[src/rtl/calc_entrada_teclado.sv]
// calc_entrada_teclado
// Keypad entry front-end for the calculator. It synchronises the scanner's
// `ready` level, turns each press into a single key event, and assembles two
// BCD operands and an operator. It then pulses `start` to the arithmetic
// unit, latches the returned result, and drives the display value.
//
// Ports:
//   clk, rst_n        system clock, asynchronous active-low reset
//   tecla, ready      key code and key-held level from the scanner
//   resultado         BCD result from the arithmetic unit
//   resultado_valido  one-cycle strobe qualifying `resultado`
//   operando_a/_b     BCD operands, least significant digit in [3:0]
//   operacao          operator: 00 add, 01 sub, 10 mul, 11 div
//   start             one-cycle computation request
//   display           registered BCD value for the 7-segment displays
//   estado            FSM state: 00 ENT_A, 01 ENT_B, 10 RESULT
module calc_entrada_teclado #(
  parameter int DIGITS = 4
) (
  input  logic                clk,
  input  logic                rst_n,
  input  logic [3:0]          tecla,
  input  logic                ready,
  input  logic [4*DIGITS-1:0] resultado,
  input  logic                resultado_valido,
  output logic [4*DIGITS-1:0] operando_a,
  output logic [4*DIGITS-1:0] operando_b,
  output logic [1:0]          operacao,
  output logic                start,
  output logic [4*DIGITS-1:0] display,
  output logic [1:0]          estado
);

  localparam int W  = 4 * DIGITS;
  localparam int CW = $clog2(DIGITS + 1);
  localparam logic [CW-1:0] CNT_MAX = CW'(DIGITS);

  typedef enum logic [1:0] {
    ENT_A  = 2'b00,
    ENT_B  = 2'b01,
    RESULT = 2'b10
  } state_t;

  state_t         state_q, state_d;
  logic           r1_q, r1_d, r2_q, r2_d, rp_q, rp_d;
  logic [W-1:0]   a_q, a_d, b_q, b_d, res_q, res_d, display_q, display_d;
  logic [CW-1:0]  cnt_a_q, cnt_a_d, cnt_b_q, cnt_b_d;
  logic [1:0]     op_q, op_d;
  logic           start_q, start_d;

  logic           ev;
  logic           is_digit, is_op, is_eq, is_clr;
  logic [1:0]     key_op;
  logic [W-1:0]   res_eff;

  function automatic logic [W-1:0] shift_in(input logic [W-1:0] x,
                                            input logic [3:0]   d);
    return {x[W-5:0], d};
  endfunction

  // Synchroniser plus history register. The history register makes the
  // event a rising-edge detect, so one press gives exactly one event.
  always_comb begin
    r1_d = ready;
    r2_d = r1_q;
    rp_d = r2_q;
  end

  assign ev = r2_q & ~rp_q;

  always_comb begin
    is_digit = (tecla <= 4'd9);
    is_eq    = (tecla == 4'hE);
    is_clr   = (tecla == 4'hF);
    is_op    = 1'b0;
    key_op   = 2'b00;
    case (tecla)
      4'hA: begin is_op = 1'b1; key_op = 2'b00; end
      4'hB: begin is_op = 1'b1; key_op = 2'b01; end
      4'hC: begin is_op = 1'b1; key_op = 2'b10; end
      4'hD: begin is_op = 1'b1; key_op = 2'b11; end
      default: ;
    endcase
  end

  always_comb begin
    state_d = state_q;
    a_d     = a_q;
    b_d     = b_q;
    cnt_a_d = cnt_a_q;
    cnt_b_d = cnt_b_q;
    op_d    = op_q;
    start_d = 1'b0;

    // A strobe coinciding with a key event in RESULT is latched first, so an
    // operator key chains the freshly arrived result.
    res_eff = (state_q == RESULT && resultado_valido) ? resultado : res_q;
    res_d   = res_eff;

    if (ev) begin
      if (is_clr) begin
        state_d = ENT_A;
        a_d     = '0;
        b_d     = '0;
        cnt_a_d = '0;
        cnt_b_d = '0;
        op_d    = 2'b00;
        res_d   = '0;
      end else begin
        unique case (state_q)
          ENT_A: begin
            if (is_digit) begin
              if (cnt_a_q != CNT_MAX) begin
                a_d     = shift_in(a_q, tecla);
                cnt_a_d = cnt_a_q + CW'(1);
              end
            end else if (is_op) begin
              op_d    = key_op;
              b_d     = '0;
              cnt_b_d = '0;
              state_d = ENT_B;
            end
          end
          ENT_B: begin
            if (is_digit) begin
              if (cnt_b_q != CNT_MAX) begin
                b_d     = shift_in(b_q, tecla);
                cnt_b_d = cnt_b_q + CW'(1);
              end
            end else if (is_op) begin
              if (cnt_b_q == '0) op_d = key_op;
            end else if (is_eq && cnt_b_q != '0) begin
              start_d = 1'b1;
              state_d = RESULT;
            end
          end
          RESULT: begin
            if (is_digit) begin
              a_d     = {{(W-4){1'b0}}, tecla};
              cnt_a_d = CW'(1);
              b_d     = '0;
              cnt_b_d = '0;
              res_d   = '0;
              state_d = ENT_A;
            end else if (is_op) begin
              a_d     = res_eff;
              cnt_a_d = CNT_MAX;
              b_d     = '0;
              cnt_b_d = '0;
              op_d    = key_op;
              state_d = ENT_B;
            end
          end
          default: state_d = ENT_A;
        endcase
      end
    end

    // Display follows the next-state values so it always agrees with the
    // other registered outputs in the same cycle.
    case (state_d)
      ENT_B:   display_d = (cnt_b_d != '0) ? b_d : a_d;
      RESULT:  display_d = res_d;
      default: display_d = a_d;
    endcase
  end

  always_ff @(posedge clk or negedge rst_n) begin
    if (!rst_n) begin
      state_q   <= ENT_A;
      r1_q      <= 1'b0;
      r2_q      <= 1'b0;
      rp_q      <= 1'b0;
      a_q       <= '0;
      b_q       <= '0;
      res_q     <= '0;
      display_q <= '0;
      cnt_a_q   <= '0;
      cnt_b_q   <= '0;
      op_q      <= 2'b00;
      start_q   <= 1'b0;
    end else begin
      state_q   <= state_d;
      r1_q      <= r1_d;
      r2_q      <= r2_d;
      rp_q      <= rp_d;
      a_q       <= a_d;
      b_q       <= b_d;
      res_q     <= res_d;
      display_q <= display_d;
      cnt_a_q   <= cnt_a_d;
      cnt_b_q   <= cnt_b_d;
      op_q      <= op_d;
      start_q   <= start_d;
    end
  end

  assign operando_a = a_q;
  assign operando_b = b_q;
  assign operacao   = op_q;
  assign start      = start_q;
  assign display    = display_q;
  assign estado     = state_q;

endmodule

[config.mk]
export PLATFORM = sky130hd
export DESIGN_NAME = calc_entrada_teclado
export DESIGN_NICKNAME = d
export VERILOG_FILES = /design/src/rtl/calc_entrada_teclado.sv
export SDC_FILE = /design/constraint.sdc
export NUM_CORES = 1
export LEC_CHECK = 0
export BUFFER_PORTS_ARGS = -buffer_cell sky130_fd_sc_hd__buf_4
export CORE_MARGIN = 1
export CORE_UTILIZATION = 52
export CTS_BUF_LIST = sky130_fd_sc_hd__clkbuf_2 sky130_fd_sc_hd__clkbuf_4 sky130_fd_sc_hd__clkbuf_8
export DETAILED_ROUTE_END_ITERATION = 10
export MAX_ROUTING_LAYER = met4
export PLACE_DENSITY = 0.82
export SYNTH_ARGS = -nofsm -noshare
export SYNTH_HDL_FRONTEND = slang
export SYNTH_SLANG_ARGS = --single-unit
[constraint.sdc]
create_clock -name clk -period 2.8 [get_ports clk]
set_input_delay 0.14 -clock clk [delete_from_list [all_inputs] [get_ports clk]]
set_output_delay 0.14 -clock clk [all_outputs]
set_load 0.1 [all_outputs]
== Yosys cells after proc, flatten, opt, wreduce, memory -nomap -nowiden ==
Index checks and enable logic that the tools add are counted.

* Bits in registers: 78
* Input port bits: 24
* Logic and storage cells: 109

* Add/subtract/negate cells: 2
* $lt $le $gt $ge: 1
* Equal/unequal tests: 20
* Muxes and demuxes: 60
* Bitwise operators: 2
* Reductions and logical operators: 12

{| class="wikitable"
|+ Operator list
! cell !! count
|-
| two-way mux 16 bit || 19
|-
| case mux 16 bit (2 select lines) || 2
|-
| case mux 16 bit (3 select lines) || 1
|-
| two-way mux 3 bit || 12
|-
| two-way mux 2 bit || 14
|-
| equality test 4 bit (second input constant) || 6
|-
| != test 3 bit (second input constant) || 7
|-
| case mux 2 bit (3 select lines) || 2
|-
| nonzero test 3 bit || 4
|-
| case mux 3 bit (3 select lines) || 1
|-
| two-way mux 1 bit || 7
|-
| AND reduction 7 bit || 1
|-
| adder 3 x 1 -> 3 bit (second input constant) || 2
|-
| case mux 3 bit (2 select lines) || 1
|-
| AND reduction 5 bit || 1
|-
| equality test 2 x 1 -> 1 bit (second input constant) || 2
|-
| equality test 2 bit (second input constant) || 2
|-
| <= comparator 4 bit (second input constant) || 1
|-
| != test 4 bit (second input constant) || 1
|-
| case mux 2 bit (2 select lines) || 1
|-
| OR reduction 4 bit || 1
|-
| zero test 3 bit || 1
|-
| != test 3 x 1 -> 1 bit (second input constant) || 1
|-
| != test 3 x 2 -> 1 bit (second input constant) || 1
|-
| other kinds (5) || 6
|}

== Longest topological paths before layout ==
* Word-level depth: 11
* Depth in mapped cells: 13
* Mapped depth without buffers: 12

== Worst setup path before layout ==
Ideal clock, no wire load.

* Path kind: flip-flop to flip-flop
* Start: register state_q[1] (netlist: estado[1])
* End: register display_q[2] (netlist: display[2])
* Library setup time: 0.091 ns
* Arrival time: 2.947 ns
* Data required time: 2.709 ns
* Setup slack: -0.238 ns
* Cell stages (with the launch flop): 11
* Path buffers: 2
* Cells stage by stage: dfrtp_1 buf_2 nand2b_1 nor3_1 a21oi_1 inv_1 ha_1 nor3b_2 clkbuf_1 a21bo_2 o221ai_1

* Elaborated cells between the ends (all ways): 34
* Those cells by class: eq/ne: 4; mux: 27; reduce/logical: 3

{| class="wikitable"
|+ RTL lines
! item !! RTL line !! text
|-
| start, declared || 44 || <nowiki>state_t state_q, state_d;</nowiki>
|-
| start signal, assigned || 183 || <nowiki>state_q <= state_d;</nowiki>
|-
| two-way mux 2 bit || 132 || <nowiki>end else if (is_eq && cnt_b_q != '0) begin</nowiki>
|-
| two-way mux 2 bit || 130 || <nowiki>end else if (is_op) begin</nowiki>
|-
| two-way mux 2 bit || 125 || <nowiki>if (is_digit) begin</nowiki>
|-
| case mux 2 bit (3 select lines) || 110 || <nowiki>unique case (state_q)</nowiki>
|-
| two-way mux 2 bit || 101 || <nowiki>if (is_clr) begin</nowiki>
|-
| two-way mux 2 bit * || 100 || <nowiki>if (ev) begin</nowiki>
|-
| named net state_d[1] || 44 ||
|-
| equality test 2 bit / equality test 2 x 1 -> 1 bit (equally long branches) || 161 || <nowiki>case (state_d)</nowiki>
|-
| case mux 16 bit (2 select lines) * || 161 ||
|-
| named net display_d[2] || 46 || <nowiki>logic [W-1:0] a_q, a_d, b_q, b_d, res_q, res_d, display_q, display_d;</nowiki>
|-
| end signal, assigned || 190 || <nowiki>display_q <= display_d;</nowiki>
|-
| end, declared || 46 ||
|}

The timed path passes the listed nets; every way through them passes the cells marked *.
A chain may end at the register's enable or synchronous reset.

== Worst setup path in the final report ==
* Start: register state_q[1] (netlist: estado[1])
* End: register display_q[3] (netlist: display[3])

* Longest elaborated chain between the ends: 10
* Elaborated cells between the ends (all ways): 34
* Those cells by class: eq/ne: 4; mux: 27; reduce/logical: 3

{| class="wikitable"
|+ Ends and longest elaborated chain
! item !! RTL line !! text
|-
| equality test 2 bit || 97, 110 ||
|-
| logical AND 1 bit || 97 || <nowiki>res_eff = (state_q == RESULT && resultado_valido) ? resultado : res_q;</nowiki>
|-
| two-way mux 16 bit || 97 ||
|-
| two-way mux 16 bit || 145 || <nowiki>end else if (is_op) begin</nowiki>
|-
| two-way mux 16 bit || 138 || <nowiki>if (is_digit) begin</nowiki>
|-
| case mux 16 bit (2 select lines) || 110 ||
|-
| two-way mux 16 bit || 101 ||
|-
| two-way mux 16 bit || 100 ||
|-
| two-way mux 16 bit || 162 || <nowiki>ENT_B: display_d = (cnt_b_d != '0) ? b_d : a_d;</nowiki>
|-
| case mux 16 bit (2 select lines) * || 161 ||
|-
| named net display_d[3] || 46 ||
|}

Marked as above.

==> reports/qor.txt <==
Clk_lat worst skew: 370 ps
Pre-CTS setup slack: 363.8 ps
Post-Syn Nets: 454
Most common cell after layout, fill and taps aside: buf_4
Core Region: 0.007687 sq mm
Post-DP HPWL: 9493 microns
Die height: 90.77 microns
Starting Density: 0.5330
Max Clock Skew: 9.533 ps
Worst reg2reg path depth: 7
Final worst setup slack: 289.4 ps
Arrival time worst endpoint: 2780 ps
IO Pins: 77
Number of synthesized register bits: 78
Number of global-route vias before repair: 3,849
Mean Syn Cell Area: 9.664 sq um
Initial antenna violation count: 0
Outcome: complete, no violations
Die W: 90.77 microns
Vias per cell: 6.157
Gr usage total: 0.3479
Min Tclk post-route: 2511 ps
Routed via count: 3,811
Required @ worst endpoint: 3070 ps
Final Max Slew Viols: 0
Cell Area, Synth: 0.004098 sq mm
RePlAce Congestion: 0.9802
# clock sinks: 78
Detailed-route wire length per cell: 21.23 microns
DIE AREA: 0.008239 sq mm
Port bufs: 76
Worst reg2reg endpoint: display[3]$_DFF_PN0_
Grt ovf: 0
Count of warnings emitted by yosys: 0
Layout net count: 542
Synth Instances: 424
DRC: 0
First-pass GRT wire length: 21,120 microns
Root Driver: clkbuf_8
Worst setup endpoint: display[3]$_DFF_PN0_
Final setup TNS: 0 ps
R2r startpoint: estado[1]$_DFF_PN0_
Total CTS buffers: 9
Fmax: 398.3 MHz
Pin count of the biggest net entering global routing: 79
RSZ-0062 raised after global routing: no
Final period util: 0.8966
Longest Clk Path Bufs: 2
Final setup vio count: 0
Crit end category: flip-flop
Number of fill cells in the layout: 659
Worst hold margin: 106.9 ps
Hold crit path type: in -> reg
Share of layout cells above drive strength 1: 0.2669
Register area share after synthesis: 0.4763
Area grow syn2layout: 25.13%
Worst setup slack for register-to-register paths: 290 ps
CTS tree: done
CP Max Fanout: 20
Number of synthesized flops with an enable pin: 0
DR iter-0 viols: 354
Distinct cells, synth: 62
Area post-placement: 0.004877 sq mm
H-tree level count: 3
Hold Violations, Final: 0
Final ANT Viol Nets: 0
Main flop type after synthesis: dfrtp_1
Worst setup path category: reg -> reg
FFs w/ async S/R, synth: 1.000
Worst Setup SP: estado[1]$_DFF_PN0_
Max cap viols: 0
Slew @ Worst Pin: 1019 ps
N_diodes: 0
Design area: 0.005127 sq mm
Row count: 32
Total wire length: 13,140 microns
Relative slew slack: 0.3204
Most frequent cells in the layout: 95 x buf_4, 76 x dfrtp_1, 46 x inv_1, 31 x nor2_1, 30 x o21ai_0
Startpoint Class: flip-flop
TritonRoute pass-1 iters: 5
Reg clk slew, reported paths: 90 ps
Resize count post-CTS: 0
## repair_timing
item                      4_1_cts  5_1_grt
setup buffers                   0        0
hold buffers                    2        0
hold endpoints to repair       79        0
## how the worst min path moves through the flow
stage	start	slack (ps)	end	cells past startpoint
after floorplan	rst_n	-160	cnt_a_q[0]$_DFFE_PN0P_	0
final	resultado[3]	110	res_q[3]$_DFF_PN0_	3
after CTS	resultado[3]	110	res_q[3]$_DFF_PN0_	3
after global placement	ready	250	r1_q$_DFF_PN0_	1
after global routing	resultado[6]	130	res_q[6]$_DFF_PN0_	3
after detailed placement	ready	250	r1_q$_DFF_PN0_	1
## through the flow
| step | std cells | util |
|---|---|---|
| floorplan | 424 | - |
| global placement | 601 | 0.6344 |
| detailed placement | 601 | 0.6344 |
| CTS | 619 | 0.6670 |
| global route | 619 | 0.6670 |
| finish | 619 | 0.6670 |
## routing by layer
| layer | vias to the layer above | global-route usage | part of all wire | wire (microns) |
|---|---|---|---|---|
| li1 | 1701 | - | - | - |
| met1 | 1889 | 0.4564 | 0.42 | 5560 |
| met2 | 181 | 0.5442 | 0.48 | 6301 |
| met3 | 40 | 0.04882 | 0.059 | 779 |
| met4 | 0 | 0.1468 | 0.038 | 500 |
| met5 | - | - | 0 | 0 |
## critical path: stages (launching register included)
cell and delay [ps]:
dfrtp_2 590, and2b_1 390, a221oi_2 160, a221oi_1 380
o211ai_1 200, o31a_1 310, buf_12 160, o221ai_1 200
## cell families (layout without fill, tap and decap cells)
| family | count (synthesis) | after routing | synth area share |
|---|---|---|---|
| DFF | 78 | 78 | 0.4763 |
| xor gates and xnor gates | 1 | 1 | 0.003971 |
| AOI/OAI and AO/OA | 127 | 127 | 0.2253 |
| muxes | 19 | 19 | 0.04977 |
| buffers and inverters | 68 | 161 | 0.06748 |
| adders and majority gates | 6 | 6 | 0.01832 |
| and+or+nand+nor | 125 | 125 | 0.1588 |
## sequential cells by signal (all words and copies together) (netlist names), 2 cells and up
signal      cells
cnt_a_q         3
res_q          16
display        16
operando_a     16
operando_b     16
estado          2
cnt_b_q         3
operacao        2
## Yosys cell counts, types with 2 or more instances
cell / instances / area [sq um]
o221ai_2: 4 / 60.06
and4_1: 2 / 17.52
and2_1: 5 / 31.28
nor2_1: 31 / 116.4
clkbuf_1: 12 / 45.04
nor4_1: 2 / 12.51
nand2b_1: 19 / 118.9
buf_2: 8 / 40.04
mux2i_1: 11 / 110.1
nor3_1: 5 / 25.02
a21o_1: 5 / 37.54
nand3_1: 10 / 50.05
mux2_2: 7 / 78.83
a21oi_1: 18 / 90.09
nand4_1: 3 / 18.77
a22oi_1: 20 / 150.1
a41oi_1: 2 / 17.52
o21a_1: 3 / 22.52
nor3b_1: 2 / 15.01
or3_1: 2 / 12.51
o211ai_1: 2 / 15.01
o31ai_1: 2 / 15.01
o21ai_0: 30 / 150.1
nand2_1: 25 / 93.84
a221o_1: 2 / 20.02
o221ai_1: 14 / 122.6
ha_1: 6 / 75.07
inv_1: 46 / 172.7
a221oi_1: 5 / 43.79
nor2b_1: 10 / 62.56
dfrtp_1: 78 / 1952
a31oi_1: 2 / 12.51
o22ai_1: 2 / 12.51
## final cells by class
cell class	instances	area, sq um	share of cell area
clock buffer	10	137.6	0.02684
clock inverter	6	92.59	0.01806
inverter	46	172.7	0.03368
multi-input combinational	278	1869	0.3646
sequential	78	1954	0.3812
tap	102	127.6	0.02489
timing repair buffer	99	773.2	0.1508
Power is left out: the tool's default activity adds up to more than one toggle a clock period on the data nets, which glitch-free logic cannot reach.
